===== src/rtl/sudoku_pkg.sv =====
// rtl/sudoku_pkg.sv - shared constants, error codes and FSM encoding for the sudoku grid checker
package sudoku_pkg;

   localparam int GRID_DIM = 9;
   localparam int N_CELLS  = 81;

   typedef enum logic [1:0] {
      ERR_NONE  = 2'd0,
      ERR_RANGE = 2'd1,
      ERR_DUP   = 2'd2
   } err_code_t;

   typedef enum logic [1:0] {
      ST_IDLE,
      ST_SCAN,
      ST_DRAIN,
      ST_REPORT
   } chk_state_t;

   // One-hot mask bit for digit d (1..9); only meaningful for in-range digits.
   function automatic logic [GRID_DIM-1:0] digit_bit(input logic [3:0] d);
      return GRID_DIM'(1) << (d - 4'd1);
   endfunction

endpackage


===== src/rtl/sudoku_pos_tracker.sv =====
// rtl/sudoku_pos_tracker.sv - cell index/row/column/box counters for the check stage
module sudoku_pos_tracker
   import sudoku_pkg::*;
(
   input  logic       clk,
   input  logic       rst,
   input  logic       clear,
   input  logic       advance,
   output logic [6:0] idx,
   output logic [3:0] row,
   output logic [3:0] col,
   output logic [3:0] box
);

   always_ff @(posedge clk) begin
      if (rst || clear) begin
         idx <= '0;
         row <= '0;
         col <= '0;
         box <= '0;
      end else if (advance) begin
         idx <= (idx == 7'(N_CELLS - 1)) ? '0 : idx + 7'd1;
         if (col == 4'(GRID_DIM - 1)) begin
            col <= '0;
            if (row == 4'(GRID_DIM - 1)) begin
               row <= '0;
               box <= '0;
            end else begin
               row <= row + 4'd1;
               // Leaving the last row of a band moves to the next band; otherwise back to its first box.
               box <= (row == 4'd2 || row == 4'd5) ? box + 4'd1 : box - 4'd2;
            end
         end else begin
            col <= col + 4'd1;
            if (col == 4'd2 || col == 4'd5)
               box <= box + 4'd1;
         end
      end
   end

endmodule


===== config.mk =====
export PLATFORM = sky130hd
export DESIGN_NAME = sudoku_pos_tracker
export DESIGN_NICKNAME = d
export VERILOG_FILES = /design/src/rtl/sudoku_pkg.sv /design/src/rtl/sudoku_pos_tracker.sv
export SDC_FILE = /design/constraint.sdc
export NUM_CORES = 1
export LEC_CHECK = 0
export CORE_ASPECT_RATIO = 0.75
export CORE_MARGIN = 2
export CORE_UTILIZATION = 30
export CTS_CLUSTER_DIAMETER = 100
export DETAILED_ROUTE_END_ITERATION = 10
export GPL_ROUTABILITY_DRIVEN = 0
export GPL_TIMING_DRIVEN = 0
export SLEW_MARGIN = 20
export SYNTH_ARGS = -nofsm -noshare
export SYNTH_HDL_FRONTEND = slang
export SYNTH_SLANG_ARGS = --single-unit

===== constraint.sdc =====
create_clock -name clk -period 4.4 [get_ports clk]
set_input_delay 0.88 -clock clk [delete_from_list [all_inputs] [get_ports clk]]
set_output_delay 0.88 -clock clk [all_outputs]
set_load 0.02 [all_outputs]

== Word level (Yosys, flattened, before mapping) ==
Cells that the tools add are included.
Word-level totals
  logic and storage cells: 29
  output and inout bits: 19
  flip-flop bits (word level): 19
  input bits: 4
Operators by class
  $add $sub $neg: 5
  reduce and logical (&&, ||, !) cells: 6
  muxes and demuxes: 7
  equal/unequal tests: 7
Operators by type and width (number)
  2-to-1 mux 4 bit: 6
  adder 4 x 1 -> 4 bit (second input constant): 3
  equality test 4 x 2 -> 1 bit (second input constant): 2
  equality test 4 x 3 -> 1 bit (second input constant): 2
  equality test 4 bit (second input constant): 2
  adder 7 x 1 -> 7 bit (second input constant): 1
  equality test 7 bit (second input constant): 1
  2-to-1 mux 7 bit: 1
  AND reduction 2 bit: 2
  subtractor 4 x 2 -> 4 bit (second input constant): 1
  logical OR 1 bit: 3
  nonzero test 2 bit: 1

== Depth between registers and ports, before layout ==
Gate-level depths: netlist of run 1.
  word-level depth: 5
  mapped depth: 8
  gate-level depth less buffers: 7

== Least setup slack after synthesis of run 1 ==
OpenSTA, ideal clock, no wires.
  kind: register to register
  from: register col[0]
  to: register box[3]
  slack: 2590 ps
  library setup time: 132 ps
  data arrival time: 1678 ps
  stages on the path, launching flop included: 9
  path buffers: 1
  period minus slack after synthesis: 1810 ps
  cell sequence: dfxtp_1 -> inv_1 -> ha_1 -> and3b_1 -> buf_6 -> o21a_4 -> a211o_1 -> nand4_1 -> a21oi_1
On the way
  cells in the longest elaborated chain, start to end: 4
Ends and longest elaborated chain
  start: declaration: RTL line sudoku_pos_tracker.sv:11  | output logic [3:0] col,
  start signal: assignment: RTL line sudoku_pos_tracker.sv:34  | col <= col + 4'd1;
  equality test 4 x 2 -> 1 bit / equality test 4 x 3 -> 1 bit (equally long branches): RTL line sudoku_pos_tracker.sv:35  | if (col == 4'd2 || col == 4'd5)
  logical OR 1 bit: RTL line sudoku_pos_tracker.sv:35
  nonzero test 2 bit (no source line)
  AND reduction 2 bit (no source line)
  end signal: assignment: RTL line sudoku_pos_tracker.sv:31  | box <= (row == 4'd2 || row == 4'd5) ? box + 4'd1 : box - 4'd2;
  end signal: assignment: RTL line sudoku_pos_tracker.sv:36  | box <= box + 4'd1;
  end: declaration: RTL line sudoku_pos_tracker.sv:12  | output logic [3:0] box
Several ways; a longest one is shown, not always the timed one.
A chain may end at the register's enable or synchronous reset.

== Worst setup path in the final report of run 1 ==
  from: register row[3]
  to: output port row[3]
RTL lines
  start: declaration: RTL line sudoku_pos_tracker.sv:10  | output logic [3:0] row,
  start signal: assignment: RTL line sudoku_pos_tracker.sv:29  | row <= row + 4'd1;
No word-level cell between the ends.

==> flow_summary.yaml, run 1 <==
status:
  status: "complete, no violations"
sta:
  setup_viol: 0
  hold_slack_ns: 0.515
  max-slew-margin-rel: 0.532
  min_period_ns: 2.31
  fin_tns_setup_ns: 0
  finClkSkew_ns: 0.00271
  finalHoldViolCount: 0
  rsz0062_at_grt: "false"
  finalCritPeriodShare: 0.526
  tightest_slew_ns: 0.697
  fin_ws_ns: 2.09
  slew_viol_final: 0
  fmax_mhz: 432
power_and_ir_drop:
  p_int_w: 0.000247
  p_clk_frac: 0.386
  leakage_nw: 0.535
  combPwrFrac: 0.065
  pwr-share-seq: 0.549
  sw_frac_of_total: 0.227
  ir_worst_vdd_v: 0.000102
  p_switching_w: 0.0000725
  pwr_density_cell_nw_per_um2: 216
placed_design:
  pre_cts_ws_ns: 2.21
  post-dp-hpwl_um: 1850
  portBuffers: 21
  place_inst: 207
yosys:
  netlist_area_um2: 1150
  yosys.cell_types.count: 41
  synth_seq_cells: 19
  syn_area_per_cell_um2: 8.62
  synth_enable_flop_cells: 0
  ys.warnings.count: 0
  syn-num-nets: 151
  ys_seq_area_frac: 0.329
  synthCells: 134
  synthArstFlopShare: 0
  synthFlopType: "dfxtp_1"
route:
  drcViolationCount: 0
  routed_wl_um: 2490
  drt_iter0_drc: 96
  vias: 1014
  viasPerCell: 4.81
  wl_per_cell_um: 11.8
  ant_nets: 0
  firstDrtPassIters: 4
worst_setup_path:
  cpPeakStageDelay_ns: 0.67
  worstPathCellList: "clkdlybuf4s50_1"
  worstPathArrival_ns: 1.43
  slowest_stage: "clkdlybuf4s50_1"
  cp_max_fo: 8
  ff2ff_setup_slack_ns: 2.59
  critPathBufInv: 1
  worstSetupPathType: "reg -> out"
  endpoint_kind: "output port"
  cp.required_ns: 3.52
  crit_family: "buffers and inverters"
  startpoint_type: "flop"
die:
  core_um2: 3680
  pin_count: 23
  core.rowCount: 19
  die_x_um: 75.6
  die_y_um: 57.7
  die_area_um2: 4370
  initial_core_util: 0.313
clock_network:
  ctsResizeCount: 0
  htree_levels: 1
  cts_buffer_depth: 2
  cts_buffers: 3
  clock_latency_ns: 0.25
  cts_setup_buffers: 0
  cts_sinks: 19
  cts_tree: "yes"
  holdBufCountCts: 0
  clkTransAtPathRegs_ns: 0.07
  root_buffer: "clkbuf_8"
final_layout:
  final_common_cell: "clkdlybuf4s50_1"
  areaGrowthSynthToFinish_pct: 27.7
  finalNonFillerCells: 211
  antenna_cells: 0
  mostFrequentLayoutCells: "clkdlybuf4s50_1, dfxtp_1, nor2_1, ha_1, nand2_1"
  nFillCells: 374
  drive_gt1_frac: 0.0943
  nets: 177
grt:
  first_global_vias: 924
  antenna_found_initial: 0
  gr-usage-all-layers: 0.128
  grt_max_degree: 11
  grt_pass1_wl_um: 4300
  grt-ovfl-total: 0
flow_run:
  maxCapViolations: 0
min_path:
  min_path_type: "reg -> reg"
[final cells by class]
cell class	instances	area, um2	area share
Multi-Input combinational cell	101	708	0.480
Inverter	9	33.8	0.0229
Sequential cell	19	380	0.258
Buffer	5	32.5	0.0221
Timing Repair Buffer	21	210	0.142
Tap cell	52	65.1	0.0441
Clock buffer	4	45.0	0.0305
[logic make-up after synthesis]
kind of cell	count (synthesis)	share of synthesized area
DFF	19	0.329
buffers and inverters	14	0.0574
adders and majority gates	13	0.141
xor gates and xnor gates	4	0.0303
muxes	5	0.0466
AOI/OAI and AO/OA	31	0.187
and+or+nand+nor	48	0.208
[power groups by stage]
stage	sequential [W]	clock (W)	combinational (W)
finish	0.000175	0.000123	0.0000209
global placement	0.000179	0	0.0000208
detailed placement	0.000179	0	0.0000212
floorplan	0.000180	0	0.0000116
CTS	0.000175	0.000129	0.0000213
global route	0.000175	0.000136	0.0000238
[layer usage]
layer	vias to the layer above	track usage	share of wire
met2	26	0.191	0.46
met5	-	0	0
met4	0	0.0727	0.022
met3	4	0.0243	0.039
met1	464	0.173	0.48
li1	520	-	-
[per-stage QoR]
stage / utilization / area [um2] / power [W]
after floorplan: - / 1150 / 0.000192
after global placement: 0.388 / 1430 / 0.000200
after detailed placement: 0.388 / 1430 / 0.000200
after CTS: 0.400 / 1480 / 0.000326
after global routing: 0.400 / 1480 / 0.000335
final: 0.400 / 1480 / 0.000319
[cell usage after synthesis, drive strengths merged (2+ instances only)]
| cell type | count | area [um2] |
|---|---|---|
| nand4 | 3 | 18.8 |
| o211ai | 2 | 15.0 |
| mux2i | 5 | 53.8 |
| xor2 | 3 | 26.3 |
| nor2 | 15 | 56.3 |
| o21ai | 8 | 47.6 |
| nand3 | 4 | 20.0 |
| dfxtp | 19 | 380 |
| inv | 9 | 33.8 |
| nand2 | 11 | 41.3 |
| nand3b | 2 | 15.0 |
| ha | 13 | 163 |
| or3 | 2 | 12.5 |
| buf | 4 | 28.8 |
| nor3 | 3 | 15.0 |
| a21oi | 11 | 58.8 |
| or2 | 2 | 12.5 |
[state kept, by name, summed over array words and instances, names as in the netlist]
register  cells
col           4
idx           7
box           4
row           4
[path summary, 6_finish.rpt]
path / depth (start not counted) / startpoint / end
worst min register to register: 2 / idx[6] / idx[6]
worst max register to register: 8 / col[0] / box[3]
worst max-delay path: 1 / row[3] / row[3]
worst min-delay path: 2 / idx[6] / idx[6]
Power figures use the tool's default switching activity.
==> run 2, diff against run 1 <==
==> constraint.sdc (replaced) <==
create_clock -name clk -period 2.4 [get_ports clk]
set_input_delay 0.48 -clock clk [delete_from_list [all_inputs] [get_ports clk]]
set_output_delay 0.48 -clock clk [all_outputs]
set_load 0.02 [all_outputs]
==> results of run 2 <==
Same layout as run 1 (identical final DEF). Status: complete, no violations.
Main changes from that run: setup slack after placement 2.21 ns -> 0.587 ns; setup slack after layout 2.09 ns -> 0.487 ns; register-to-register setup slack 2.59 ns -> 0.59 ns; total power 0.000319 W -> 0.000585 W; worst IR drop on VDD 0.000102 V -> 0.000187 V
==> run 3, diff against run 2 <==
==> constraint.sdc (replaced) <==
create_clock -name clk -period 1.9 [get_ports clk]
set_input_delay 0.38 -clock clk [delete_from_list [all_inputs] [get_ports clk]]
set_output_delay 0.38 -clock clk [all_outputs]
set_load 0.02 [all_outputs]
==> run 3 against run 2 <==
Combinational power is 27% higher. Total power is 27% higher. Critical path depth stayed put. Worst setup slack worse by 0.39 ns. Critical path type unchanged.
==> flow_summary.yaml, run 3 (synthesis gave the netlist of run 1 again) <==
sta:
  hold_slack_ns: 0.514
  tightest_slew_ns: 0.698
  max-slew-margin-rel: 0.531
  setup_viol: 0
  fin_tns_setup_ns: 0
  finalHoldViolCount: 0
  min_period_ns: 1.81
  fmax_mhz: 554
  finalCritPeriodShare: 0.950
  slew_viol_final: 0
  finClkSkew_ns: 0.00328
  rsz0062_at_grt: "false"
placed_design:
  post-dp-hpwl_um: 1850
  portBuffers: 21
  place_inst: 207
  place_area_um2: 1430
clock_network:
  htree_levels: 1
  cts_buffers: 3
  cts_sinks: 19
  holdBufCountCts: 0
  clkTransAtPathRegs_ns: 0.07
  cts_tree: "yes"
  cts_buffer_depth: 2
  clock_latency_ns: 0.25
  root_buffer: "clkbuf_8"
final_layout:
  largest_reg_flops: 7
  nFillCells: 373
  finalNonFillerCells: 211
  register_area_um2: 383
  areaGrowthSynthToFinish_pct: 28.7
  multi_input_area_um2: 717
  antenna_cells: 0
  final_common_cell: "clkdlybuf4s50_1"
  top_register: "idx"
  mostFrequentLayoutCells: "clkdlybuf4s50_1, dfxtp_1, nor2_1, ha_1, nand2_1"
  nets: 177
  drive_gt1_frac: 0.107
  design_area_um2: 1490
worst_setup_path:
  endpoint_kind: "output port"
  cpPeakStageDelay_ns: 0.69
  slowest_stage: "clkdlybuf4s50_1"
  cp_max_fo: 6
  startpoint_type: "flop"
  ff2ff_setup_slack_ns: 0.14
  worstPathCellList: "clkdlybuf4s50_1"
  crit_family: "buffers and inverters"
  cp.required_ns: 1.52
  worstPathArrival_ns: 1.43
  worstSetupPathType: "reg -> out"
  critPathBufInv: 1
die:
  die_area_um2: 4370
  initial_core_util: 0.313
  die_x_um: 75.6
  pin_count: 23
  core_um2: 3680
  core.rowCount: 19
  die_y_um: 57.7
min_path:
  min_path_type: "reg -> reg"
power_and_ir_drop:
  p_clk_frac: 0.386
  pwr-share-seq: 0.548
  pwr_density_cell_nw_per_um2: 498
  sw_frac_of_total: 0.228
  leakage_nw: 0.537
  combPwrFrac: 0.066
  ir_worst_vdd_v: 0.000236
  p_switching_w: 0.000169
  p_int_w: 0.000571
route:
  firstDrtPassIters: 4
  routed_wl_um: 2490
  vias: 1012
  ant_nets: 0
  drcViolationCount: 0
  viasPerCell: 4.80
  wl_per_cell_um: 11.8
  drt_iter0_drc: 81
grt:
  gr-usage-all-layers: 0.128
  antenna_found_initial: 0
  grt-ovfl-total: 0
  first_global_vias: 924
  grt_pass1_wl_um: 4300
  grt_max_degree: 11
status:
  status: "complete, no violations"
flow_run:
  maxCapViolations: 0
run 3: cell counts in the layout (fill, tap and decap cells not counted):
No cell type changed its count.
run 3: per-layer routing:
layer / vias up / global-route usage / routed length (um)
li1: 518 / - / -
met1: 463 / 0.173 / 1190
met2: 27 / 0.191 / 1140
met3: 4 / 0.0243 / 104
met4: 0 / 0.0727 / 55
met5: - / 0 / 0
run 3: cell type report:
| cell class | instances | area share |
|---|---|---|
| inverter | 9 | 0.0227 |
| multi-input combinational | 101 | 0.482 |
| timing repair buffer | 21 | 0.141 |
| tap | 52 | 0.0438 |
| buffer | 5 | 0.0219 |
| clock buffer | 4 | 0.0303 |
| sequential | 19 | 0.258 |
run 3: final timing paths:
path | cells after the start | end | start
worst max register to register | 8 | box[3] | col[1]
worst min register to register | 2 | idx[6] | idx[6]
worst max-delay path | 1 | row[2] | row[2]
worst min-delay path | 2 | idx[6] | idx[6]
run 3: power groups by stage:
| stage | clock [W] | combinational, W | sequential (W) |
|---|---|---|---|
| 2_1_floorplan | 0 | 0.0000269 | 0.000418 |
| 3_3_place_gp | 0 | 0.0000481 | 0.000415 |
| 3_5_place_dp | 0 | 0.0000490 | 0.000415 |
| 4_1_cts | 0.000300 | 0.0000494 | 0.000406 |
| 5_1_grt | 0.000314 | 0.0000552 | 0.000406 |
| 6_report | 0.000286 | 0.0000485 | 0.000406 |
run 3: what timing repair did:
action	4_1_cts	5_1_grt
resized for setup	0	3
endpoints found under the setup margin	0	2
buffers inserted	0	0
run 3: metrics by stage:
step	total power, W	setup slack, ns	utilization
2_1_floorplan	0.000445	0.0899	-
3_3_place_gp	0.000463	0.132	0.388
3_5_place_dp	0.000464	0.0866	0.388
4_1_cts	0.000755	0.0764	0.400
5_1_grt	0.000776	0.0179	0.403
6_report	0.000740	0.0949	0.403
